[config.mk]
export PLATFORM = sky130hd
export DESIGN_NAME = un_striping_nlane_flat
export DESIGN_NICKNAME = d
export VERILOG_FILES = /design/src/rtl/un_striping_nlane_pkg.sv /design/src/rtl/un_striping_nlane_if.sv /design/src/rtl/un_striping_nlane_lane_fifo.sv /design/src/rtl/un_striping_nlane.sv /design/src/flat_wrapper.sv
export SDC_FILE = /design/constraint.sdc
export NUM_CORES = 1
export LEC_CHECK = 0
export BUFFER_PORTS_ARGS = -buffer_cell sky130_fd_sc_hd__buf_4
export CORE_MARGIN = 8
export CORE_UTILIZATION = 55
export CTS_CLUSTER_DIAMETER = 200
export DETAILED_ROUTE_END_ITERATION = 6
export GPL_ROUTABILITY_DRIVEN = 0
export HOLD_SLACK_MARGIN = 0.02
export PLACE_DENSITY = 0.74
export SLEW_MARGIN = 20
export SYNTH_ARGS = -nofsm -noshare
export SYNTH_HDL_FRONTEND = slang
export SYNTH_HIERARCHICAL = 1
export SYNTH_SLANG_ARGS = --single-unit
[constraint.sdc]
create_clock -name clk_2f -period 4.9 [get_ports clk_2f]
set_clock_uncertainty 0.15 [all_clocks]
set_input_delay 0 -clock clk_2f [delete_from_list [all_inputs] [get_ports clk_2f]]
set_output_delay 0 -clock clk_2f [all_outputs]
set_load 0.01 [all_outputs]
[src/rtl/un_striping_nlane_pkg.sv]
// Shared constants and helpers for the N-lane unstriper.
package un_striping_pkg;

    localparam int unsigned NUM_LANES_DEF = 2;
    localparam int unsigned DATA_W_DEF    = 32;
    localparam int unsigned DEPTH_DEF     = 4;

    function automatic int unsigned clog2(input int unsigned value);
        int unsigned result;
        result = 0;
        for (int unsigned x = value - 1; x > 0; x = x >> 1) begin
            result++;
        end
        return result;
    endfunction

    // LSB position of lane `lane` inside the packed lane_in bus.
    function automatic int unsigned lane_lsb(input int unsigned lane, input int unsigned width);
        return lane * width;
    endfunction

endpackage

[src/rtl/un_striping_nlane_if.sv]
// Lane-side and merged-side signals of the unstriper, bundled with master/slave views.
interface un_striping_nlane_if
    import un_striping_pkg::*;
#(
    parameter int unsigned NUM_LANES = NUM_LANES_DEF,
    parameter int unsigned DATA_W    = DATA_W_DEF
);
    localparam int unsigned SEL_W = clog2(NUM_LANES);

    logic [NUM_LANES-1:0]        valid_in;
    logic [NUM_LANES*DATA_W-1:0] lane_in;
    logic [DATA_W-1:0]           data_out;
    logic                        valid_out;
    logic [SEL_W-1:0]            lane_sel;
    logic [NUM_LANES-1:0]        overflow;
    logic                        idle;

    modport master (
        output valid_in, lane_in,
        input  data_out, valid_out, lane_sel, overflow, idle
    );

    modport slave (
        input  valid_in, lane_in,
        output data_out, valid_out, lane_sel, overflow, idle
    );

endinterface

[src/rtl/un_striping_nlane_lane_fifo.sv]
// Per-lane FIFO with combinational head; absorbs inter-lane skew up to DEPTH words.
module lane_fifo
    import un_striping_pkg::*;
#(
    parameter int unsigned DATA_W = DATA_W_DEF,
    parameter int unsigned DEPTH  = DEPTH_DEF
) (
    input  logic              clk_2f,
    input  logic              reset,
    input  logic              push,
    input  logic              pop,
    input  logic [DATA_W-1:0] din,
    output logic [DATA_W-1:0] dout,
    output logic              empty,
    output logic              full
);
    localparam int unsigned PTR_W = clog2(DEPTH);

    logic [DATA_W-1:0] mem [DEPTH];
    logic [PTR_W-1:0]  wr_ptr;
    logic [PTR_W-1:0]  rd_ptr;
    logic [PTR_W:0]    count;

    always_ff @(posedge clk_2f or posedge reset) begin
        if (reset) begin
            wr_ptr <= '0;
            rd_ptr <= '0;
            count  <= '0;
        end else begin
            if (push) wr_ptr <= wr_ptr + PTR_W'(1);
            if (pop)  rd_ptr <= rd_ptr + PTR_W'(1);
            case ({push, pop})
                2'b10:   count <= count + (PTR_W + 1)'(1);
                2'b01:   count <= count - (PTR_W + 1)'(1);
                default: count <= count;
            endcase
        end
    end

    // Storage needs no reset: pointers alone decide what is valid.
    always_ff @(posedge clk_2f) begin
        if (push) mem[wr_ptr] <= din;
    end

    assign dout  = mem[rd_ptr];
    assign empty = (count == '0);
    assign full  = (count == (PTR_W + 1)'(DEPTH));

endmodule

[src/rtl/un_striping_nlane.sv]
// N-lane round-robin unstriper on clk_2f. Optional drop counter: define UNSTRIPE_DROP_CNT_EN.
module un_striping_nlane
    import un_striping_pkg::*;
#(
    parameter int unsigned NUM_LANES = NUM_LANES_DEF,
    parameter int unsigned DATA_W    = DATA_W_DEF,
    parameter int unsigned DEPTH     = DEPTH_DEF
) (
    input  logic                 clk_2f,
    input  logic                 reset,
    un_striping_nlane_if.slave   bus
`ifdef UNSTRIPE_DROP_CNT_EN
    ,
    output logic [7:0]           drop_count
`endif
);
    localparam int unsigned      SEL_W     = clog2(NUM_LANES);
    localparam logic [SEL_W-1:0] LAST_LANE = SEL_W'(NUM_LANES - 1);

    logic [NUM_LANES-1:0] empty;
    logic [NUM_LANES-1:0] full;
    logic [NUM_LANES-1:0] pop;
    logic [NUM_LANES-1:0] accept;
    logic [NUM_LANES-1:0] drop;
    logic [DATA_W-1:0]    head [NUM_LANES];

    logic [DATA_W-1:0]    data_out;
    logic                 valid_out;
    logic [SEL_W-1:0]     lane_sel;
    logic [NUM_LANES-1:0] overflow;
    logic                 sel_ready;

    for (genvar k = 0; k < NUM_LANES; k++) begin : g_lane
        // A full FIFO still accepts when its head leaves on the same edge.
        assign pop[k]    = (lane_sel == SEL_W'(k)) && !empty[k];
        assign accept[k] = bus.valid_in[k] && (!full[k] || pop[k]);
        assign drop[k]   = bus.valid_in[k] && !accept[k];

        lane_fifo #(
            .DATA_W(DATA_W),
            .DEPTH (DEPTH)
        ) u_fifo (
            .clk_2f(clk_2f),
            .reset (reset),
            .push  (accept[k]),
            .pop   (pop[k]),
            .din   (bus.lane_in[lane_lsb(k, DATA_W) +: DATA_W]),
            .dout  (head[k]),
            .empty (empty[k]),
            .full  (full[k])
        );
    end

    assign sel_ready = |pop;

    // Selected lane empty: stall on it rather than skip, keeping strict order.
    always_ff @(posedge clk_2f or posedge reset) begin
        if (reset) begin
            data_out  <= '0;
            valid_out <= 1'b0;
            lane_sel  <= '0;
            overflow  <= '0;
        end else begin
            overflow <= overflow | drop;
            if (sel_ready) begin
                data_out  <= head[lane_sel];
                valid_out <= 1'b1;
                lane_sel  <= (lane_sel == LAST_LANE) ? '0 : lane_sel + SEL_W'(1);
            end else begin
                valid_out <= 1'b0;
            end
        end
    end

    assign bus.data_out  = data_out;
    assign bus.valid_out = valid_out;
    assign bus.lane_sel  = lane_sel;
    assign bus.overflow  = overflow;
    assign bus.idle      = (&empty) && !valid_out;

`ifdef UNSTRIPE_DROP_CNT_EN
    int unsigned drop_total;
    logic [7:0]  drop_next;

    always_comb begin
        drop_total = 32'(drop_count);
        for (int unsigned i = 0; i < NUM_LANES; i++) begin
            drop_total = drop_total + 32'(drop[i]);
        end
        drop_next = (drop_total > 32'd255) ? 8'hFF : drop_total[7:0];
    end

    always_ff @(posedge clk_2f or posedge reset) begin
        if (reset) drop_count <= '0;
        else       drop_count <= drop_next;
    end
`endif

endmodule

[src/flat_wrapper.sv]
// flat-port wrapper written by rule: the top's interface ports become plain ports
module un_striping_nlane_flat import un_striping_pkg::*;
#(
    parameter int unsigned NUM_LANES = NUM_LANES_DEF,
    parameter int unsigned DATA_W    = DATA_W_DEF,
    parameter int unsigned DEPTH     = DEPTH_DEF
)
  (clk_2f, reset, bus_valid_in, bus_lane_in, bus_data_out, bus_valid_out, bus_lane_sel, bus_overflow, bus_idle);
  un_striping_nlane_if #(.NUM_LANES(NUM_LANES), .DATA_W(DATA_W)) bus_i ();
  input  logic clk_2f;
  input  logic reset;
  input wire logic [$bits(bus_i.valid_in)-1:0] bus_valid_in;
  input wire logic [$bits(bus_i.lane_in)-1:0] bus_lane_in;
  output wire logic [$bits(bus_i.data_out)-1:0] bus_data_out;
  output wire logic [$bits(bus_i.valid_out)-1:0] bus_valid_out;
  output wire logic [$bits(bus_i.lane_sel)-1:0] bus_lane_sel;
  output wire logic [$bits(bus_i.overflow)-1:0] bus_overflow;
  output wire logic [$bits(bus_i.idle)-1:0] bus_idle;
  assign bus_i.valid_in = bus_valid_in;
  assign bus_i.lane_in = bus_lane_in;
  assign bus_data_out = bus_i.data_out;
  assign bus_valid_out = bus_i.valid_out;
  assign bus_lane_sel = bus_i.lane_sel;
  assign bus_overflow = bus_i.overflow;
  assign bus_idle = bus_i.idle;
  un_striping_nlane #(.NUM_LANES(NUM_LANES), .DATA_W(DATA_W), .DEPTH(DEPTH)) u_core (.clk_2f(clk_2f), .reset(reset), .bus(bus_i));
endmodule
==> load_flow_metrics.sql, run 1 <==
INSERT INTO impl_metrics (metric_group, metric, value, unit) VALUES
('global_route', 'antenna_violations_before_repair', '0', ''),
('power', 'power.density', '600', 'nW/µm²'),
('floorplanning', 'boundaryPins', '105', ''),
('worst_hold_path', 'holdCritPathClass', 'in2reg', ''),
('floorplanning', 'floorplan.initialDensity', '55.6', '%'),
('cells_and_area', 'final_nets', '866', ''),
('yosys', 'syn-instance-count', '570', ''),
('place', 'number_of_placed_instances_with_taps_included', '939', ''),
('yosys', 'yosysWarningCount', '6', ''),
('timing', 'timing.slew.headroom', '37.1', '%'),
('worst_setup_path', 'worst_setup_path_end_kind', 'register', ''),
('cts', 'insertion_delay', '570', 'ps'),
('cts', 'post-cts-setup-buffers', '0', ''),
('power', 'leakagePower', '5.46', 'nW'),
('global_route', 'pin_count_of_the_biggest_net_entering_global_routing', '47', ''),
('cells_and_area', 'multi_input_comb_area', '2770', 'µm²'),
('timing', 'timing.fmax', '0.303', 'GHz'),
('cts', 'cts_tree', 'done', ''),
('worst_setup_path', 'reg_to_reg_setup_timing_slack', '1600', 'ps'),
('worst_setup_path', 'worst_setup_path_start_kind', 'register', ''),
('yosys', 'post_synth_num_cell_types', '31', ''),
('yosys', 'ys_seq_elements', '306', ''),
('cts', 'post_cts_resize_count', '0', ''),
('cts', 'clk_pin_slew_worst_paths', '60', 'ps'),
('cells_and_area', 'area.growth.synth_to_final', '24.2', '%'),
('cts', 'ctsHtreeMaxLevel', '1', ''),
('worst_setup_path', 'timing.rr.start', 'u_core/bus.lane_sel', ''),
('timing', 'report.final.slew_viol_count', '0', ''),
('timing', 'worst_slew_pin_slew', '944', 'ps'),
('flow_run', 'drv.max_cap_violation_count', '0', ''),
('floorplanning', 'die_width', '164', 'µm'),
('worst_hold_path', 'min_delay_path_depth', '2', ''),
('global_route', 'grt_first_pass_wirelength', '37500', 'µm'),
('yosys', 'synthesis.area', '12100', 'µm²'),
('cells_and_area', 'num-fill-cells', '1347', ''),
('worst_hold_path', 'hp-start', 'bus_lane_in[55]', ''),
('worst_hold_path', 'min_to', 'u_core/g_lane[1].u_fifo/mem[2][23]', ''),
('yosys', 'synth_fp_nets', '650', ''),
('worst_setup_path', 'cp_data_required_time', '4980', 'ps'),
('global_route', 'globalRouteTotalUtil', '18.5', '%'),
('cts', 'clock_sinks', '306', ''),
('cells_and_area', 'area.sequential', '8950', 'µm²'),
('floorplanning', 'die_h', '164', 'µm'),
('routing', 'post_route_drc', '0', ''),
('cts', 'cts-buffers-inserted', '31', ''),
('worst_setup_path', 'cp.arrival', '3390', 'ps'),
('routing', 'drtPass1Iterations', '4', ''),
('global_route', 'grt_overflow', '0', ''),
('routing', 'vias', '6108', ''),
('timing', 'grt_setup_unrepaired', 'false', ''),
('cells_and_area', 'mostFrequentLayoutCell', 'edfxtp_1', ''),
('timing', 'final_sum_of_negative_setup_slack', '0', 'ps'),
('place', 'hpwl_after_detailed_placement', '15500', 'µm'),
('cts', 'cts_root_buffer', 'clkbuf_16', ''),
('timing', 'setup-violations-final', '0', ''),
('routing', 'detailedRoute.firstIterationViolations', '472', ''),
('yosys', 'synth_sequential_area_ratio', '74.1', '%'),
('floorplanning', 'core.rowCount', '54', ''),
('floorplanning', 'die_area', '26900', 'µm²'),
('cells_and_area', 'final-instance-count-excl-fill', '1091', ''),
('worst_setup_path', 'maximum_fanout_along_the_worst_path', '46', ''),
('run_status', 'run_status', 'completed', ''),
('worst_setup_path', 'path_class', 'reg2reg', ''),
('routing', 'total_length_of_routed_wires', '24700', 'µm'),
('floorplanning', 'core_region_area', '21700', 'µm²'),
('cells_and_area', 'mostFrequentLayoutCells', 'edfxtp_1 (256), buf_4 (117), dlygate4sd3_1 (94), mux4_2 (56)', ''),
('routing', 'postRouteAntennaNets', '0', ''),
('routing', 'drt-wirelength-per-cell', '22.7', 'µm'),
('cts', 'hold_buffers', '94', ''),
('worst_setup_path', 'reg2reg_depth', '4', ''),
('cells_and_area', 'diodes', '0', ''),
('timing', 'period_minus_slack', '3300', 'ps'),
('worst_setup_path', 'rr_endpoint', 'u_core/g_lane[1].u_fifo/mem[0][12]', ''),
('global_route', 'via_count_of_the_first_global_routing_pass', '6676', ''),
('cells_and_area', 'final_layout_size_suffix_gt1_share', '29.5', '%'),
('timing', 'final-hold-violation-count', '0', ''),
('routing', 'via_per_inst', '5.60', ''),
('place', 'io_buffer_count', '104', ''),
('power', 'maximum_vdd_ir_drop', '0.000371', 'V'),
('timing', 'final.period_utilization', '67.4', '%'),
('yosys', 'syn_area_per_cell', '21.2', 'µm²'),
('cts', 'cts-root-to-sink-buffers', '3', '');
cell families after synthesis:
logic type	after synthesis	synth area share, %
adder cells (fa/ha/maj)	12	1.37
flip-flops	306	74.1
multiplexers	112	16.2
AO/OA/AOI/OAI	23	1.95
XOR/XNOR	12	0.871
buffers and inverters	55	3.01
AND/OR/NAND/NOR	50	2.50
synth_stat cells:
library cell / n / area (µm²)
inv_2: 1 / 3.75
o21ai_0: 2 / 10.0
xor2_1: 8 / 70.1
inv_1: 26 / 97.6
xnor2_1: 4 / 35.0
clkbuf_1: 3 / 11.3
fa_1: 2 / 40.0
a221o_1: 8 / 80.1
mux4_1: 8 / 210
mux4_2: 56 / 1260
ha_1: 10 / 125
a211oi_2: 9 / 113
nor2_1: 3 / 11.3
nand2b_1: 1 / 6.26
edfxtp_1: 256 / 7690
dfrtp_1: 50 / 1250
buf_2: 11 / 55.1
mux2_4: 1 / 15.0
nor3_1: 11 / 55.1
a21boi_0: 2 / 15.0
or2_2: 1 / 6.26
and3_1: 2 / 12.5
a31o_2: 2 / 17.5
mux2i_1: 47 / 470
nand2_1: 7 / 26.3
buf_6: 4 / 45.0
and3b_1: 5 / 43.8
buf_12: 6 / 120
buf_4: 4 / 30.0
and2_1: 8 / 50.1
nor3b_1: 12 / 90.1
layer usage:
metal	vias to the layer above	wire, µm	track usage (%)
met5	-	0	0
met4	0	566	5.83
met3	38	1600	3.71
met2	185	12700	31.4
met1	3163	9890	23.7
li1	2722	-	-
worst max-delay path: stages, from the launching register on:
cell and delay, ps:
dfrtp_2 970, nand2b_1 200, a21boi_0 670, and2_1 520
buf_4 430
report_power, final:
group	total [mW]	switching, mW	internal, mW
registers	4.09	0.560	3.53
logic	2.63	1.27	1.36
clock network	2.27	0.950	1.32
total	8.99	2.78	6.21
worst max-delay path by stage:
stage / from / endpoint / slack, ps / depth (start not counted)
6_report: u_core/bus.lane_sel / u_core/g_lane[1].u_fifo/mem[0][12] / 1600 / 4
5_1_grt: u_core/bus.lane_sel / u_core/g_lane[1].u_fifo/mem[0][28] / 1380 / 4
4_1_cts: u_core/bus.lane_sel / u_core/g_lane[1].u_fifo/mem[0][3] / 1610 / 4
3_5_place_dp: u_core/bus.lane_sel / u_core/g_lane[1].u_fifo/mem[0][14] / 1610 / 4
3_3_place_gp: u_core/bus.lane_sel / u_core/g_lane[0].u_fifo/mem[0][14] / 1780 / 4
2_1_floorplan: u_core/bus.lane_sel / u_core/g_lane[0].u_fifo/mem[0][0] / 2120 / 4
registers in the layout (all words and copies together) (netlist names):
register,cells
u_core/bus.overflow,2
u_core/bus.valid_out,1
u_core/bus.data_out,32
u_core/g_lane.u_fifo/count,6
u_core/g_lane.u_fifo/mem,256
u_core/bus.lane_sel,1
u_core/g_lane.u_fifo/wr_ptr,4
u_core/g_lane.u_fifo/rd_ptr,4
per-stage QoR:
stage | util, % | total power, mW | hold slack [ps] | cell area, µm² | setup WS (ps)
final | 69.1 | 8.99 | 28.9 | 15000 | 1600
after global routing | 69.1 | 9.40 | 27.9 | 15000 | 1380
after CTS | 69.1 | 9.06 | 21.4 | 15000 | 1610
after detailed placement | 60.2 | 6.73 | -160 | 13000 | 1610
after global placement | 60.2 | 6.58 | -167 | 13000 | 1780
after floorplan | - | 5.87 | -347 | 12100 | 2120
final cells by class:
type	instances	area share, %
flip-flops and latches	306	59.7
multi-input cells	209	18.5
repair buffers	211	12.1
clock buffers	42	5.65
well taps	280	2.34
clock inverters	16	0.969
inverters	27	0.676
Note: power is estimated with default switching activity, not from simulation.
==> run 2: changes to the inputs <==
Settings changed: CORE_UTILIZATION 55 to 53, PLACE_DENSITY 0.74 to 0.75.
Clock period 4.9 ns to 2.9 ns, I/O delays scaled along.
==> run 2 against run 1 <==
First-iteration DRC count down 2.8%; core utilization down 3.2 points; non-clock buffer count down 16; register-to-register slack worse by 1100 ps; count of clock-buffer cells in the layout down 3; clock power up 59%; cell count down 1.4%; via count about the same; cell area down 1.1%; die area up 3.4%; power up 69%; worst hold slack better by 25 ps; largest cell class unchanged.
==> load_flow_metrics.sql, run 2 (same netlist as run 1, synthesis figures left out) <==
INSERT INTO impl_metrics (metric_group, metric, value, unit) VALUES
('timing', 'period_minus_slack', '2430', 'ps'),
('cts', 'clk_pin_slew_worst_paths', '70', 'ps'),
('timing', 'worst_slew_pin_slew', '490', 'ps'),
('floorplanning', 'die_area', '27800', 'µm²'),
('global_route', 'grt_overflow', '0', ''),
('place', 'hpwl_after_detailed_placement', '15600', 'µm'),
('cells_and_area', 'reg.largest.list', 'u_core/g_lane.u_fifo/mem: 256 flops, u_core/bus.data_out: 32 flops, u_core/g_lane.u_fifo/count: 6 flops', ''),
('routing', 'drt-wirelength-per-cell', '22.7', 'µm'),
('routing', 'total_length_of_routed_wires', '24400', 'µm'),
('routing', 'drtPass1Iterations', '5', ''),
('worst_setup_path', 'cp.arrival', '2730', 'ps'),
('cts', 'clock_sinks', '306', ''),
('cells_and_area', 'diodes', '0', ''),
('cts', 'cts-root-to-sink-buffers', '3', ''),
('timing', 'final.period_utilization', '83.7', '%'),
('worst_setup_path', 'cp_data_required_time', '3200', 'ps'),
('worst_setup_path', 'worst_setup_path_end_kind', 'register', ''),
('worst_hold_path', 'min_delay_path_depth', '2', ''),
('routing', 'vias', '6107', ''),
('global_route', 'grt_first_pass_wirelength', '38300', 'µm'),
('flow_run', 'drv.max_cap_violation_count', '0', ''),
('global_route', 'via_count_of_the_first_global_routing_pass', '6775', ''),
('cells_and_area', 'final_nets', '848', ''),
('cts', 'cts-buffers-inserted', '29', ''),
('global_route', 'globalRouteTotalUtil', '17.7', '%'),
('cells_and_area', 'area.growth.synth_to_final', '22.9', '%'),
('power', 'maximum_vdd_ir_drop', '0.000711', 'V'),
('cells_and_area', 'mostFrequentLayoutCell', 'edfxtp_1', ''),
('power', 'leakagePower', '5.39', 'nW'),
('global_route', 'pin_count_of_the_biggest_net_entering_global_routing', '34', ''),
('cells_and_area', 'registers.top_by_ff_count', 'u_core/g_lane.u_fifo/mem', ''),
('cts', 'cts_tree', 'done', ''),
('routing', 'detailedRoute.firstIterationViolations', '459', ''),
('worst_setup_path', 'worst_setup_path_start_kind', 'register', ''),
('floorplanning', 'die_width', '167', 'µm'),
('floorplanning', 'die_h', '167', 'µm'),
('worst_setup_path', 'rr_endpoint', 'u_core/g_lane[1].u_fifo/count[2]', ''),
('worst_setup_path', 'maximum_fanout_along_the_worst_path', '8', ''),
('timing', 'setup-violations-final', '0', ''),
('worst_hold_path', 'holdCritPathClass', 'in2reg', ''),
('worst_hold_path', 'hp-start', 'bus_lane_in[47]', ''),
('floorplanning', 'core_region_area', '22500', 'µm²'),
('place', 'io_buffer_count', '104', ''),
('worst_hold_path', 'min_to', 'u_core/g_lane[1].u_fifo/mem[2][15]', ''),
('timing', 'final-hold-violation-count', '0', ''),
('cells_and_area', 'mostFrequentLayoutCells', 'edfxtp_1 (256), buf_4 (120), dlygate4sd3_1 (68), mux4_2 (56)', ''),
('cells_and_area', 'utilization', '65.9', '%'),
('floorplanning', 'core.rowCount', '55', ''),
('timing', 'grt_setup_unrepaired', 'false', ''),
('cts', 'insertion_delay', '540', 'ps'),
('timing', 'timing.fmax', '0.412', 'GHz'),
('cells_and_area', 'largest_reg_flops', '256', ''),
('timing', 'final_sum_of_negative_setup_slack', '0', 'ps'),
('routing', 'via_per_inst', '5.68', ''),
('timing', 'timing.slew.headroom', '67.3', '%'),
('global_route', 'antenna_violations_before_repair', '0', ''),
('cts', 'ctsHtreeMaxLevel', '1', ''),
('routing', 'postRouteAntennaNets', '0', ''),
('floorplanning', 'boundaryPins', '105', ''),
('cells_and_area', 'final_layout_size_suffix_gt1_share', '31.4', '%'),
('routing', 'post_route_drc', '0', ''),
('floorplanning', 'floorplan.initialDensity', '53.6', '%'),
('timing', 'report.final.slew_viol_count', '0', ''),
('worst_setup_path', 'timing.rr.start', 'u_core/g_lane[1].u_fifo/count[0]', ''),
('cts', 'post-cts-setup-buffers', '0', ''),
('run_status', 'run_status', 'completed', ''),
('power', 'power.density', '1020', 'nW/µm²'),
('worst_setup_path', 'reg_to_reg_setup_timing_slack', '470', 'ps'),
('cts', 'cts_root_buffer', 'clkbuf_16', ''),
('worst_setup_path', 'reg2reg_depth', '11', ''),
('worst_setup_path', 'path_class', 'reg2reg', '');
run 2: final cells by class:
| cell class | instances | area (µm²) |
|---|---|---|
| Multi-Input combinational cell | 209 | 2770 |
| Clock inverter | 15 | 103 |
| Inverter | 27 | 101 |
| Tap cell | 285 | 357 |
| Timing Repair Buffer | 195 | 1720 |
| Clock buffer | 39 | 825 |
| Fill cell | 1435 | 7680 |
| Sequential cell | 306 | 8940 |
run 2: routing by layer:
metal  up-vias  wire [µm]  global-route usage [%]
met5         -          0                       0
met4         0        702                    5.41
met3        49       1570                    4.00
met2       206      12300                    30.0
met1      3169       9900                    22.5
li1       2683          -                       -
run 2: report_power, final:
group / internal (mW) / switching, mW
sequential: 5.97 / 0.662
clock: 2.08 / 1.54
combinational: 2.44 / 2.47
run 2: stage by stage:
| stage | hold slack [ps] | instances | area, µm² | power, mW | setup WS, ps |
|---|---|---|---|---|---|
| after global placement | -176 | 954 | 13200 | 11.3 | 610 |
| after floorplan | -347 | 570 | 12100 | 9.92 | 116 |
| after global routing | 41.4 | 1076 | 14800 | 15.9 | 316 |
| after CTS | 20.9 | 1076 | 14800 | 15.3 | 477 |
| final | 54.2 | 1076 | 14800 | 15.2 | 473 |
| after detailed placement | -160 | 954 | 13200 | 11.6 | 507 |
run 2: repair_timing:
action                    in CTS  in global routing
resized for setup              0                  0
hold buffers                  68                  0
hold endpoints to repair     314                  0
run 2: worst max-delay path, cell delays in order, from the launching register on:
cell	delay (ps)
dfrtp_1	410
nor3_2	200
nand2b_1	170
a21boi_0	120
buf_4	180
inv_1	60
ha_1	170
inv_1	70
fa_1	380
xor2_1	150
nor2_1	120
xor2_1	170
run 2: how the worst max path moves through the flow:
stage | endpoint | cells after the start | from | slack (ps)
floorplan | u_core/g_lane[0].u_fifo/mem[0][0] | 4 | u_core/bus.lane_sel | 120
global placement | u_core/g_lane[0].u_fifo/count[2] | 8 | u_core/bus.lane_sel | 610
detailed placement | u_core/g_lane[0].u_fifo/count[2] | 8 | u_core/bus.lane_sel | 510
CTS | u_core/g_lane[1].u_fifo/count[2] | 11 | u_core/g_lane[1].u_fifo/count[0] | 480
global route | u_core/g_lane[1].u_fifo/count[2] | 11 | u_core/g_lane[1].u_fifo/count[0] | 320
finish | u_core/g_lane[1].u_fifo/count[2] | 11 | u_core/g_lane[1].u_fifo/count[0] | 470
